`src/rtl/bus_gen_arbiter_if.sv`:
```
// Bundle of device-side FIFO signals for bus_gen_arbiter.
// master: arbiter view (reads pending/head data, drives pop/push/bus data).
// slave : device FIFO view.
interface bus_gen_arbiter_if #(
  parameter int bits    = 1,
  parameter int drvrs   = 4,
  parameter int pckg_sz = 16
);
  logic [bits-1:0][drvrs-1:0]              pndng;
  logic [bits-1:0][drvrs-1:0][pckg_sz-1:0] D_pop;
  logic [bits-1:0][drvrs-1:0]              pop;
  logic [bits-1:0][drvrs-1:0]              push;
  logic [bits-1:0][drvrs-1:0][pckg_sz-1:0] D_push;

  modport master (
    input  pndng,
    input  D_pop,
    output pop,
    output push,
    output D_push
  );

  modport slave (
    output pndng,
    output D_pop,
    input  pop,
    input  push,
    input  D_push
  );
endinterface

```
`src/rtl/bus_gen_arbiter.sv`:
```
// Shared-bus generator and arbiter. Each of the 'bits' buses runs its own
// IDLE -> POP -> PUSH loop: a round-robin winner is popped, its packet is
// latched onto the bus register, then delivered to the device named in the
// top 8 bits of the packet (or to every device on broadcast).
// Optional build macro: BUS_BCAST_SELF_EN -- broadcast also delivers back to
// the source device; without it the source is excluded.
module bus_gen_arbiter #(
  parameter int          bits      = 1,
  parameter int          drvrs     = 4,
  parameter int          pckg_sz   = 16,
  parameter logic [7:0]  broadcast = 8'hFF
) (
  input  logic              clock,
  input  logic              reset,
  bus_gen_arbiter_if.master arbIf
);

  localparam int IDW = (drvrs > 1) ? $clog2(drvrs) : 1;

  typedef enum logic [1:0] {IDLE, POP, PUSH} state_e;

  for (genvar b = 0; b < bits; b++) begin : gBus
    state_e             state_q, state_d;
    logic [IDW-1:0]     last_q, last_d;
    logic [IDW-1:0]     win_q, win_d;
    logic [IDW-1:0]     cand;
    logic [IDW-1:0]     idx;
    logic               found;
    logic [7:0]         destId;
    logic [pckg_sz-1:0] bus_q, bus_d;
    logic [drvrs-1:0]   pop_q, pop_d;
    logic [drvrs-1:0]   push_q, push_d;

    // Round-robin search: first pending device after the last winner, wrapping.
    always_comb begin
      found = 1'b0;
      cand  = '0;
      idx   = '0;
      for (int k = 1; k <= drvrs; k++) begin
        idx = IDW'((int'(last_q) + k) % drvrs);
        if (!found && arbIf.pndng[b][idx]) begin
          found = 1'b1;
          cand  = idx;
        end
      end
    end

    // Next-state and registered-output decode for the transfer loop.
    always_comb begin
      state_d = state_q;
      last_d  = last_q;
      win_d   = win_q;
      bus_d   = bus_q;
      pop_d   = '0;
      push_d  = '0;
      destId  = '0;
      case (state_q)
        IDLE: begin
          if (found) begin
            state_d     = POP;
            win_d       = cand;
            pop_d[cand] = 1'b1;
          end
        end
        POP: begin
          bus_d   = arbIf.D_pop[b][win_q];
          last_d  = win_q;
          state_d = PUSH;
          destId  = arbIf.D_pop[b][win_q][pckg_sz-1 -: 8];
          if (destId == broadcast) begin
            push_d = '1;
`ifdef BUS_BCAST_SELF_EN
`else
            push_d[win_q] = 1'b0;
`endif
          end else if (int'({24'd0, destId}) < drvrs) begin
            push_d[destId[IDW-1:0]] = 1'b1;
          end
        end
        PUSH: begin
          state_d = IDLE;
        end
        default: begin
          state_d = IDLE;
        end
      endcase
    end

    // State and output registers; reset gives device 0 first priority.
    always_ff @(posedge clock) begin
      if (reset) begin
        state_q <= IDLE;
        last_q  <= IDW'(drvrs - 1);
        win_q   <= '0;
        bus_q   <= '0;
        pop_q   <= '0;
        push_q  <= '0;
      end else begin
        state_q <= state_d;
        last_q  <= last_d;
        win_q   <= win_d;
        bus_q   <= bus_d;
        pop_q   <= pop_d;
        push_q  <= push_d;
      end
    end

    assign arbIf.pop[b]    = pop_q;
    assign arbIf.push[b]   = push_q;
    assign arbIf.D_push[b] = {drvrs{bus_q}};
  end

endmodule

```
`src/flat_wrapper.sv`:
```
// flat-port wrapper written by rule: the top's interface ports become plain ports
module bus_gen_arbiter_flat 
#(
  parameter int          bits      = 1,
  parameter int          drvrs     = 4,
  parameter int          pckg_sz   = 16,
  parameter logic [7:0]  broadcast = 8'hFF
)
  (clock, reset, arbIf_pndng, arbIf_D_pop, arbIf_pop, arbIf_push, arbIf_D_push);
  bus_gen_arbiter_if #(.bits(bits), .drvrs(drvrs), .pckg_sz(pckg_sz)) arbIf_i ();
  input  logic clock;
  input  logic reset;
  input wire logic [$bits(arbIf_i.pndng)-1:0] arbIf_pndng;
  input wire logic [$bits(arbIf_i.D_pop)-1:0] arbIf_D_pop;
  output wire logic [$bits(arbIf_i.pop)-1:0] arbIf_pop;
  output wire logic [$bits(arbIf_i.push)-1:0] arbIf_push;
  output wire logic [$bits(arbIf_i.D_push)-1:0] arbIf_D_push;
  assign arbIf_i.pndng = arbIf_pndng;
  assign arbIf_i.D_pop = arbIf_D_pop;
  assign arbIf_pop = arbIf_i.pop;
  assign arbIf_push = arbIf_i.push;
  assign arbIf_D_push = arbIf_i.D_push;
  bus_gen_arbiter #(.bits(bits), .drvrs(drvrs), .pckg_sz(pckg_sz), .broadcast(broadcast)) u_core (.clock(clock), .reset(reset), .arbIf(arbIf_i));
endmodule
```
`config.mk`:
```
export PLATFORM = sky130hd
export DESIGN_NAME = bus_gen_arbiter_flat
export DESIGN_NICKNAME = d
export VERILOG_FILES = /design/src/rtl/bus_gen_arbiter_if.sv /design/src/rtl/bus_gen_arbiter.sv /design/src/flat_wrapper.sv
export SDC_FILE = /design/constraint.sdc
export NUM_CORES = 1
export LEC_CHECK = 0
export ABC_CLOCK_PERIOD_IN_PS = 2300
export BUFFER_PORTS_ARGS = -buffer_cell sky130_fd_sc_hd__buf_2
export CAP_MARGIN = 40
export CELL_PAD_IN_SITES_DETAIL_PLACEMENT = 1
export CELL_PAD_IN_SITES_GLOBAL_PLACEMENT = 2
export CORE_ASPECT_RATIO = 1.75
export CORE_MARGIN = 1.5
export CORE_UTILIZATION = 21
export DETAILED_ROUTE_END_ITERATION = 10
export HOLD_SLACK_MARGIN = 0.12
export PLACE_DENSITY_LB_ADDON = 0.2
export SYNTH_ARGS = -nofsm -noshare
export SYNTH_HDL_FRONTEND = slang
export SYNTH_SLANG_ARGS = --single-unit
```
`constraint.sdc`:
```
create_clock -name clock -period 2.3 [get_ports clock]
set_input_delay 0.575 -clock clock [delete_from_list [all_inputs] [get_ports clock]]
set_output_delay 0.575 -clock clock [all_outputs]
set_load 0.1 [all_outputs]
```
Word-level counts from Yosys, hierarchy flattened:

Cells that the tools add are included.

* input bits: 70
* output and inout bits: 72
* flip-flop bits (word level): 30
* word-level logic and storage cells: 69

* reductions and logical operators: 13
* add/subtract/negate cells: 4
* equality and inequality tests: 3
* muxes and demuxes: 28
* magnitude comparators: 11
* bitwise gates (word level): 4

Operators by type and width (count)
* $bmux W16 S2: 1
* $lt A2 B3 Y1 const B: 7
* $mux W16: 1
* $mux W1: 11
* $mux W2: 5
* $bmux W1 S2: 4
* $eq A8 B8 Y1 const B: 1
* $lt A8 B3 Y1 const B: 1
* $mux W4: 2
* $demux W1 S2: 3
* $ge A2 B1 Y1 const B: 3
* $logic_and A1 B1 Y1: 6
* $add A2 B1 Y2 const B: 2
* $add A2 B2 Y2 const B: 2
* $not A4 Y4: 1
* $pmux W2 S2: 1
* $logic_not A1 Y1: 3
* $not A1 Y1: 3
* $reduce_or A3 Y1: 1
* $eq A2 B1 Y1 const B: 1
* $logic_not A2 Y1: 1
* $ne A2 B1 Y1 const B: 1
* $reduce_and A2 Y1: 1
* $reduce_or A2 Y1: 1

Depth between registers and ports, before layout:

Gate-level depths: netlist of run 1.

* depth in word-level cells: 17
* mapped depth: 5
* gate-level depth less buffers: 4

Worst setup path after synthesis of run 1:

OpenSTA, ideal clock, no wires.

* kind: reg2out
* start point: register u_core.gBus[0].bus_q[0]
* end point: output port arbIf_D_push[16]
* arrival: 1.409 ns
* required time: 1.725 ns
* slack: 0.316 ns
* stages on the path, launching flop included: 2
* buffers on the path: 1
* path through: dfxtp_1 > buf_4

RTL lines
* start, declared: RTL line bus_gen_arbiter.sv:30 `logic [pckg_sz-1:0] bus_q, bus_d;`
* start signal, assigned: RTL line bus_gen_arbiter.sv:102 `bus_q <= bus_d;`
* end, declared: RTL line flat_wrapper.sv:17 `output wire logic [$bits(arbIf_i.D_push)-1:0] arbIf_D_push;`

No word-level cell between the ends.

Worst setup path in the final report of run 1:

* start point: register u_core.gBus[0].win_q[0]
* end point: register u_core.gBus[0].push_q[0], in the netlist u_core.arbIf.push[0]

* word-level cells in the longest chain between the ends: 8
* elaborated cells between the ends (all ways): 17
* those cells by class: 5 x order compare; 1 x eq/ne; 8 x mux; 1 x bitwise; 2 x reduce/logical

RTL lines
* start, declared: RTL line bus_gen_arbiter.sv:25 `logic [IDW-1:0] win_q, win_d;`
* start signal, assigned: RTL line bus_gen_arbiter.sv:101 `win_q <= win_d;`
* $bmux W16 S2: RTL line bus_gen_arbiter.sv:69 `destId = arbIf.D_pop[b][win_q][pckg_sz-1 -: 8];`
* $mux W16 (implied by the code): RTL line bus_gen_arbiter.sv:69
* $lt A2 B3 Y1 (implied by the code) / $ge A2 B1 Y1 (equally long branches): RTL line bus_gen_arbiter.sv:77 `push_d[destId[IDW-1:0]] = 1'b1;`
* $logic_and A1 B1 Y1 (implied by the code): RTL line bus_gen_arbiter.sv:77
* $mux W1 (implied by the code): RTL line bus_gen_arbiter.sv:77
* $demux W1 S2
* $mux W4: RTL line bus_gen_arbiter.sv:76 `end else if (int'({24'd0, destId}) < drvrs) begin`
* $mux W4 *: RTL line bus_gen_arbiter.sv:70 `if (destId == broadcast) begin`
* end signal, assigned: RTL line bus_gen_arbiter.sv:104 `push_q <= push_d;`
* end, declared: RTL line bus_gen_arbiter.sv:32 `logic [drvrs-1:0] push_q, push_d;`

Mark *: on every way between the ends. The rest lies on a longest branch, timed or not. The select of a mux whose other input is x is not followed.
A chain may end at the register's enable or synchronous reset.

==> results of run 1 <==
power by group through the flow:
stage	sequential, mW	combinational (mW)	clock, mW
floorplan	0.823	0.891	0
finish	0.606	1.21	0.658
CTS	0.608	1.23	0.683
global placement	0.617	1.22	0
detailed placement	0.619	1.23	0
global route	0.616	1.27	0.695
per-layer routing:
layer	track usage, %	share of wire [%]
met4	5.04	1.8
met1	12.4	35
met3	2.33	5.2
met2	23.2	58
met5	0	0
cell usage after synthesis:
cell	n
clkbuf_1	7
nor2b_1	1
o22ai_1	1
a21oi_1	17
o21ai_0	2
buf_1	1
buf_4	48
mux2i_1	2
buf_6	1
nor2_1	10
nand3b_1	1
mux4_1	7
o32ai_2	1
a211o_1	2
nor3_1	3
nor3b_1	2
nor4_1	2
a31oi_1	1
dfxtp_1	30
nand2_1	37
inv_1	2
o32ai_1	2
o2111ai_1	2
a211oi_1	1
nand2b_1	6
buf_2	2
nor4b_2	1
nand4_1	1
or2_4	1
mux4_2	9
a21o_1	1
or3_1	1
final cells by class:
type	count	area, um2	share of cell area (%)
multi-input cells	114	905	35.2
repair buffers	148	758	29.5
flip-flops and latches	30	601	23.3
well taps	120	150	5.84
clock buffers	6	139	5.40
clock inverters	2	12.5	0.486
inverters	2	7.51	0.292
flip-flops by register name, indices dropped and copies added, names as in the netlist:
name                 cells
u_core.gBus.win_q        2
u_core.arbIf.push        4
u_core.arbIf.pop         4
u_core.gBus.bus_q       16
u_core.gBus.last_q       2
u_core.gBus.state_q      2
critical path, stage by stage, from the launching register on:
cell and delay (ns):
dfxtp_1 0.32, buf_4 0.20, mux4_2 0.60, nor4b_2 0.28, nand2_1 0.15, o32ai_2 0.20
metrics by stage:
step | hold WS [ns] | total power [mW] | instance area [um2]
after floorplan | 0.476 | 1.71 | 1920
after global placement | 0.481 | 1.84 | 2420
after detailed placement | 0.492 | 1.85 | 2420
after CTS | 0.500 | 2.52 | 2570
after global routing | 0.525 | 2.58 | 2570
final | 0.489 | 2.48 | 2570
path summary, 6_finish.rpt:
check | from | to | depth (start not counted)
worst max-delay path | u_core.gBus[0].win_q[0] | u_core.arbIf.push[0] | 5
worst min-delay path | u_core.gBus[0].bus_q[13] | u_core.gBus[0].bus_q[13] | 2
worst max register to register | u_core.gBus[0].win_q[0] | u_core.arbIf.push[0] | 5
worst min register to register | u_core.gBus[0].bus_q[13] | u_core.gBus[0].bus_q[13] | 2
cell families after synthesis:
| kind of cell | share of synthesized area, % |
|---|---|
| AO/OA/AOI/OAI | 9.95 |
| flip-flops | 31.2 |
| AND/OR/NAND/NOR | 15.9 |
| buffers and inverters | 21.8 |
| multiplexers | 21.1 |
==> run_results.csv, run 1 <==
group,metric,value,unit
worst_setup_path,critPathMaxFanout,9,
placement,gp_congestion,0.728,
final_layout,final_core_util,28.7,%
timing,finClkSkew,0.00525,ns
logic_synthesis,synth_top_area_cell,"dfxtp_1",
clock_network,cts_sinks,30,
power,p_int,1.23,mW
timing,tightest_slew,0.635,ns
worst_setup_path,critPathKind,"reg2reg",
min_path,hold_path_class,"reg2reg",
floorplan,core-area,8980,um2
floorplan,rows,46,
global_routing,overflow,0,
timing,fin_crit,1.84,ns
worst_setup_path,arrival,2.03,ns
timing,slew_viol_final,0,
timing,fin_tns_setup,0,ns
run_status,status,"finished clean",
floorplan,boundaryPins,142,
power,p_seq_share,24.4,%
clock_network,clock_path_buffers,2,
global_routing,grt_usage,12.2,%
clock_network,post_cts_resize_count,0,
clock_network,cts_hold_buf,0,
clock_network,clk_transition_reported_paths,0.05,ns
final_layout,final_common_cell,"buf_2",
final_layout,final_nets,371,
worst_setup_path,crit_path_start_kind,"flip-flop",
logic_synthesis,ys_top_cells_by_area,"dfxtp_1 (31%), buf_4 (19%), mux4_2 (11%), mux4_1 (9.6%), nand2_1 (7.2%)",
route,first_pass_iters,4,
timing,final.period_utilization,79.9,%
logic_synthesis,ys_ff_latch,30,
final_layout,nFillCells,1124,
route,drt-wirelength-per-cell,14.4,um
route,ant_nets,0,
worst_setup_path,r2r_slack,0.46,ns
timing,rsz0062_at_grt,"no",
power,powerDensity,963,nW/um2
logic_synthesis,syn_avg_cell_area,9.39,um2
power,ir_worst_vdd,263,uV
timing,setup_slack,0.462,ns
final_layout,antenna_cells,0,
route,route.detailed.drc,0,
clock_network,cts-root-buf,"clkbuf_16",
timing,finalSetupViolCount,0,
clock_network,cts_tree,"done",
placement,io_buffers,141,
global_routing,grt_max_degree,22,
power,leakagePower,1.28,nW
floorplan,die_y,130,um
final_layout,final_cell_mix,"buf_2 (141), nand2_1 (37), dfxtp_1 (30), a21oi_1 (17), nor2_1 (10)",
timing,max_freq,0.544,GHz
route,drtIter0Drc,35,
worst_setup_path,required,2.49,ns
clock_network,cts_setup_buffers,0,
logic_synthesis,yosysWarnings,0,
clock_network,cts-buffers-inserted,5,
placement,place_hpwl,5.01,mm
timing,relSlewSlack,57.7,%
floorplan,start_util,21.4,%
power,switchingPower,1.25,mW
final_layout,drive_gt1_share,55.6,%
route,viasPerCell,4.22,
clock_network,cts_max_level,2,
worst_setup_path,critPathCaptureType,"flip-flop",
route,wl,6.07,mm
placement,dp_cells,414,
final_layout,fin_cells,422,
floorplan,dieArea,9770,um2
timing,hold_violations,0,
logic_synthesis,synth-seq-area-share,31.2,%
logic_synthesis,synth_nets,275,
placement,place_ws,0.353,ns
global_routing,grt_pass1_wl,8.85,mm
floorplan,die_w,75.4,um
global_routing,grt_pass1_vias,1741,
final_layout,syn2layout_area_growth,33.7,%
logic_synthesis,ys_types,32,
power,clockPowerShare,26.5,%
logic_synthesis,netlist_instances,205,
route,vias,1779,
job,drv_cap,0,
logic_synthesis,syn-cell-area,1920,um2
power,p_comb_share,49.0,%
logic_synthesis,synth.top_cell.area_share,31.2,%
clock_network,clock_latency,0.28,ns
global_routing,antenna_found_initial,0,
power,sw_frac_of_total,50.2,%
Power figures use the tool's default switching activity.
==> run 2, diff against run 1 <==
--- a/config.mk
+++ b/config.mk
@@ -5,7 +5,7 @@
 export SDC_FILE = /design/constraint.sdc
 export NUM_CORES = 1
 export LEC_CHECK = 0
-export ABC_CLOCK_PERIOD_IN_PS = 2300
+export ABC_CLOCK_PERIOD_IN_PS = 1830
 export BUFFER_PORTS_ARGS = -buffer_cell sky130_fd_sc_hd__buf_2
 export CAP_MARGIN = 40
 export CELL_PAD_IN_SITES_DETAIL_PLACEMENT = 1
==> constraint.sdc (replaced) <==
create_clock -name clock -period 1.83 [get_ports clock]
set_input_delay 0.4575 -clock clock [delete_from_list [all_inputs] [get_ports clock]]
set_output_delay 0.4575 -clock clock [all_outputs]
set_load 0.1 [all_outputs]
==> run 2 against run 1 <==
  * Sequential share of layout area about the same
  * Via count grew 4.0%
  * Cell area up 3.5%
  * Fmax is 7.3% higher
  * Combinational power grew 30%
  * Clock-buffer cell count grew 1
  * Worst setup slack worse by 0.34 ns
  * Global-route usage rose by 0.24 points
  * Worst hold slack worse by 0.085 ns
  * Die area is the same
  * First-iteration DRC count grew 31%
  * Core utilization rose by 0.99 points
  * Critical endpoint unchanged
==> run_results.csv, run 2 (synthesis gave the netlist of run 1 again) <==
group,metric,value,unit
final_layout,design_area,2660,um2
final_layout,multi_input_area,901,um2
min_path,hold_path_class,"in2reg",
timing,hold_violations,0,
worst_setup_path,critPathCaptureType,"flip-flop",
clock_network,cts_hold_buf,0,
worst_setup_path,rr_startpoint,"u_core.gBus[0].win_q[0]",
final_layout,ff_latch_area,622,um2
worst_setup_path,crit_path_start_kind,"flip-flop",
final_layout,final_nets,380,
placement,gp_congestion,0.714,
clock_network,cts_setup_buffers,0,
final_layout,final_cell_mix,"buf_2 (141), nand2_1 (37), a21oi_1 (17), dfxtp_2 (17), buf_4 (14)",
global_routing,grt_pass1_wl,9.00,mm
route,vias,1850,
floorplan,dieArea,9770,um2
placement,dp_cells,423,
route,viasPerCell,4.29,
floorplan,die_y,130,um
timing,final.period_utilization,93.6,%
timing,rsz0062_at_grt,"no",
worst_setup_path,crit_path_start,"u_core.gBus[0].win_q[0]",
final_layout,syn2layout_area_growth,38.3,%
final_layout,antenna_cells,0,
worst_setup_path,critPathKind,"reg2reg",
timing,slew_viol_final,0,
floorplan,rows,46,
global_routing,grt_pass1_vias,1808,
timing,relSlewSlack,64.7,%
timing,finalSetupViolCount,0,
worst_setup_path,critPathMaxFanout,6,
clock_network,cts_tree,"done",
worst_setup_path,worst_r2r_path_depth,5,
clock_network,clock_path_buffers,2,
global_routing,overflow,0,
clock_network,cts_max_level,2,
timing,max_freq,0.584,GHz
floorplan,core-area,8980,um2
final_layout,fin_cells,431,
floorplan,die_w,75.4,um
clock_network,clock_latency,0.28,ns
min_path,hold_path_depth,2,
worst_setup_path,required,2.02,ns
power,powerDensity,1190,nW/um2
floorplan,start_util,21.4,%
route,route.detailed.drc,0,
final_layout,final_common_cell,"buf_2",
global_routing,grt_max_degree,22,
route,drt-wirelength-per-cell,14.0,um
global_routing,antenna_found_initial,0,
final_layout,largest_reg_flops,16,
route,first_pass_iters,4,
clock_network,cts_sinks,30,
route,wl,6.03,mm
placement,dpl_cell_area,2510,um2
clock_network,cts-root-buf,"clkbuf_16",
placement,io_buffers,141,
global_routing,grt_usage,12.5,%
final_layout,largest-register,"u_core.gBus.bus_q",
clock_network,clk_transition_reported_paths,0.05,ns
final_layout,drive_gt1_share,62.4,%
run_status,status,"finished clean",
timing,fin_tns_setup,0,ns
power,ir_worst_vdd,470,uV
route,drtIter0Drc,46,
final_layout,nFillCells,1125,
job,drv_cap,0,
floorplan,boundaryPins,142,
route,ant_nets,0,
clock_network,post_cts_resize_count,0,
min_path,hold_path.startpoint,"reset",
placement,place_hpwl,5.02,mm
worst_setup_path,arrival,1.91,ns
clock_network,cts-buffers-inserted,5,
timing,fin_crit,1.71,ns
timing,finClkSkew,0.00138,ns
timing,tightest_slew,0.525,ns
power,leakagePower,1.33,nW
final_layout,final_core_util,29.6,%
[run 2: cell count changes in the layout (fill, tap and decap cells not counted)]
cell / delta
buf_6: +2
dfxtp_2: +17
dfxtp_1: -17
buf_4: +7
mux4_2: +1
mux4_1: -1
clkinvlp_4: -1
clkbuf_1: +1
[run 2: through the flow]
step	setup WS, ns	power, mW	hold slack [ns]
detailed placement	0.0472	2.37	0.470
global placement	0.0527	2.36	0.462
floorplan	0.140	2.16	0.476
global route	0.0266	3.32	0.411
finish	0.118	3.17	0.404
CTS	0.0302	3.21	0.398
[run 2: final timing paths]
path              slack (ns)                         to
setup / recovery        0.12       u_core.arbIf.push[0]
hold reg to reg         0.47   u_core.gBus[0].bus_q[14]
hold / removal          0.40  u_core.gBus[0].state_q[1]
setup reg to reg        0.12       u_core.arbIf.push[0]
[run 2: layout make-up]
class                   count  share of cell area, %
clock buffers               7                   5.36
multi-input cells         114                   33.9
repair buffers            157                   31.3
inverters                   2                  0.282
flip-flops and latches     30                   23.4
clock inverters             1                  0.188
well taps                 120                   5.64
[run 2: power by group]
part / leakage (nW) / internal [mW] / switching (mW) / total (mW)
sequential: 0.252 / 0.715 / 0.0525 / 0.767
combinational: 1.00 / 0.347 / 1.23 / 1.57
clock: 0.0739 / 0.538 / 0.286 / 0.825
total: 1.33 / 1.60 / 1.57 / 3.17
[run 2: worst max-delay path, stage by stage (launching register included)]
cell	delay, ns
dfxtp_2	0.34
buf_6	0.13
mux4_2	0.54
nor4b_2	0.27
nand2_1	0.15
o32ai_2	0.20
[run 2: per-layer routing]
metal,vias up,global-route usage [%],wire length (um)
li1,888,-,-
met1,886,12.5,2110
met4,0,5.04,104
met2,70,23.4,3480
met5,-,0,0
met3,6,3.11,335
==> run 3, diff against run 2 <==
--- a/config.mk
+++ b/config.mk
@@ -10,7 +10,7 @@
 export CAP_MARGIN = 40
 export CELL_PAD_IN_SITES_DETAIL_PLACEMENT = 1
 export CELL_PAD_IN_SITES_GLOBAL_PLACEMENT = 2
-export CORE_ASPECT_RATIO = 1.75
+export CORE_ASPECT_RATIO = 1.1
 export CORE_MARGIN = 1.5
 export CORE_UTILIZATION = 21
 export DETAILED_ROUTE_END_ITERATION = 10
==> run 3 against run 2 <==
  * Cell count shrank 0.23%
  * Non-clock buffer count up 5
  * Fmax shrank 2.2%
  * Register-to-register slack got worse by 0.04 ns
  * Critical path type unchanged
==> run_results.csv, run 3 (synthesis gave the netlist of run 1 again) <==
group,metric,value,unit
run_status,status,"finished clean",
placement,dp_cells,421,
placement,place_hpwl,4.87,mm
clock_network,clock_path_buffers,2,
clock_network,cts-buffers-inserted,5,
final_layout,nFillCells,1096,
final_layout,multi_input_area,913,um2
min_path,hold_path.startpoint,"u_core.gBus[0].bus_q[2]",
worst_setup_path,crit_path_start_kind,"flip-flop",
final_layout,largest-register,"u_core.gBus.bus_q",
floorplan,start_util,21.7,%
timing,setup_slack,0.0788,ns
final_layout,syn2layout_area_growth,37.3,%
power,fin_total_pwr,2.93,mW
floorplan,dieArea,9750,um2
timing,max_freq,0.571,GHz
route,drt-wirelength-per-cell,14.0,um
power,ir_worst_vdd,261,uV
final_layout,largest_reg_flops,16,
floorplan,rows,36,
clock_network,clk_transition_reported_paths,0.07,ns
route,viasPerCell,4.27,
timing,slew_viol_final,0,
placement,place_ws,0.00920,ns
min_path,hold_path_depth,2,
final_layout,final_cell_mix,"buf_2 (141), nand2_1 (36), buf_4 (20), a21oi_1 (17), dfxtp_2 (16)",
clock_network,cts_sinks,30,
floorplan,boundaryPins,142,
worst_setup_path,critPathMaxFanout,4,
final_layout,fin_cells,430,
timing,fin_crit,1.75,ns
timing,tightest_slew,0.490,ns
worst_setup_path,r2r_slack,0.08,ns
clock_network,cts_hold_buf,0,
worst_setup_path,crit_path_start,"u_core.gBus[0].win_q[0]",
min_path,hold_path_class,"reg2reg",
route,route.detailed.drc,0,
worst_setup_path,critPathKind,"reg2reg",
route,vias,1834,
global_routing,grt_usage,12.2,%
floorplan,die_y,103,um
floorplan,core-area,8870,um2
worst_setup_path,critPathCaptureType,"flip-flop",
clock_network,cts-root-buf,"clkbuf_8",
placement,io_buffers,141,
power,leakagePower,1.33,nW
final_layout,drive_gt1_share,63.6,%
route,wl,6.00,mm
timing,finalSetupViolCount,0,
global_routing,grt_pass1_vias,1803,
power,powerDensity,1110,nW/um2
route,drtIter0Drc,10,
final_layout,antenna_cells,0,
worst_setup_path,arrival,1.94,ns
global_routing,grt_pass1_wl,8.96,mm
timing,rsz0062_at_grt,"no",
global_routing,grt_max_degree,22,
placement,gp_congestion,0.682,
route,ant_nets,0,
clock_network,cts_max_level,2,
clock_network,clock_latency,0.28,ns
timing,relSlewSlack,67.1,%
final_layout,final_common_cell,"buf_2",
floorplan,die_w,94.3,um
worst_setup_path,required,2.02,ns
worst_setup_path,rr_startpoint,"u_core.gBus[0].win_q[0]",
route,first_pass_iters,4,
timing,final.period_utilization,95.7,%
clock_network,cts_tree,"done",
final_layout,final_nets,385,
final_layout,ff_latch_area,621,um2
timing,finClkSkew,0.00632,ns
global_routing,antenna_found_initial,0,
global_routing,overflow,0,
timing,hold_violations,0,
worst_setup_path,worst_r2r_path_depth,5,
job,drv_cap,0,
[run 3: final cells by class]
class	instances	area share [%]
multi-input cells	114	34.6
repair buffers	162	32.8
flip-flops and latches	30	23.5
well taps	114	5.40
clock buffers	7	3.27
inverters	2	0.284
clock inverters	1	0.189
[run 3: power by group]
part	internal (mW)	total (mW)	leakage [nW]	switching, mW
registers	0.713	0.765	0.252	0.0527
logic	0.364	1.60	1.03	1.24
clock network	0.303	0.565	0.0482	0.261
total	1.38	2.93	1.33	1.55
[run 3: worst paths after layout]
path	endpoint
setup / recovery	u_core.arbIf.push[0]
hold / removal	u_core.gBus[0].bus_q[2]
setup reg to reg	u_core.arbIf.push[0]
hold reg to reg	u_core.gBus[0].bus_q[2]
[run 3: layer usage]
layer	vias to the layer above	global-route usage, %	share of wire (%)
met5	-	0	0
met4	0	4.48	1.6
met3	6	2.27	5.0
met2	70	21.9	52
met1	867	14.5	41
li1	891	-	-
[run 3: timing repair]
item / CTS / global route
gates resized for setup: 0 / 6
setup endpoints to repair: 0 / 4
setup buffers: 0 / 1
[run 3: critical path, cell delays in order, from the launching register on]
cell and delay [ns]:
dfxtp_1 0.34, buf_6 0.13, mux4_2 0.54, nor4b_4 0.32, nand2_2 0.12, o32ai_2 0.21
[run 3: metrics by stage]
step	TNS, ns	cell area (um2)	utilization [%]	hold WS (ns)
3_5_place_dp	0	2530	28.5	0.471
3_3_place_gp	-0.00907	2530	28.5	0.462
5_1_grt	0	2640	29.8	0.494
4_1_cts	0	2620	29.6	0.482
6_report	0	2640	29.8	0.477
2_1_floorplan	0	1940	-	0.476
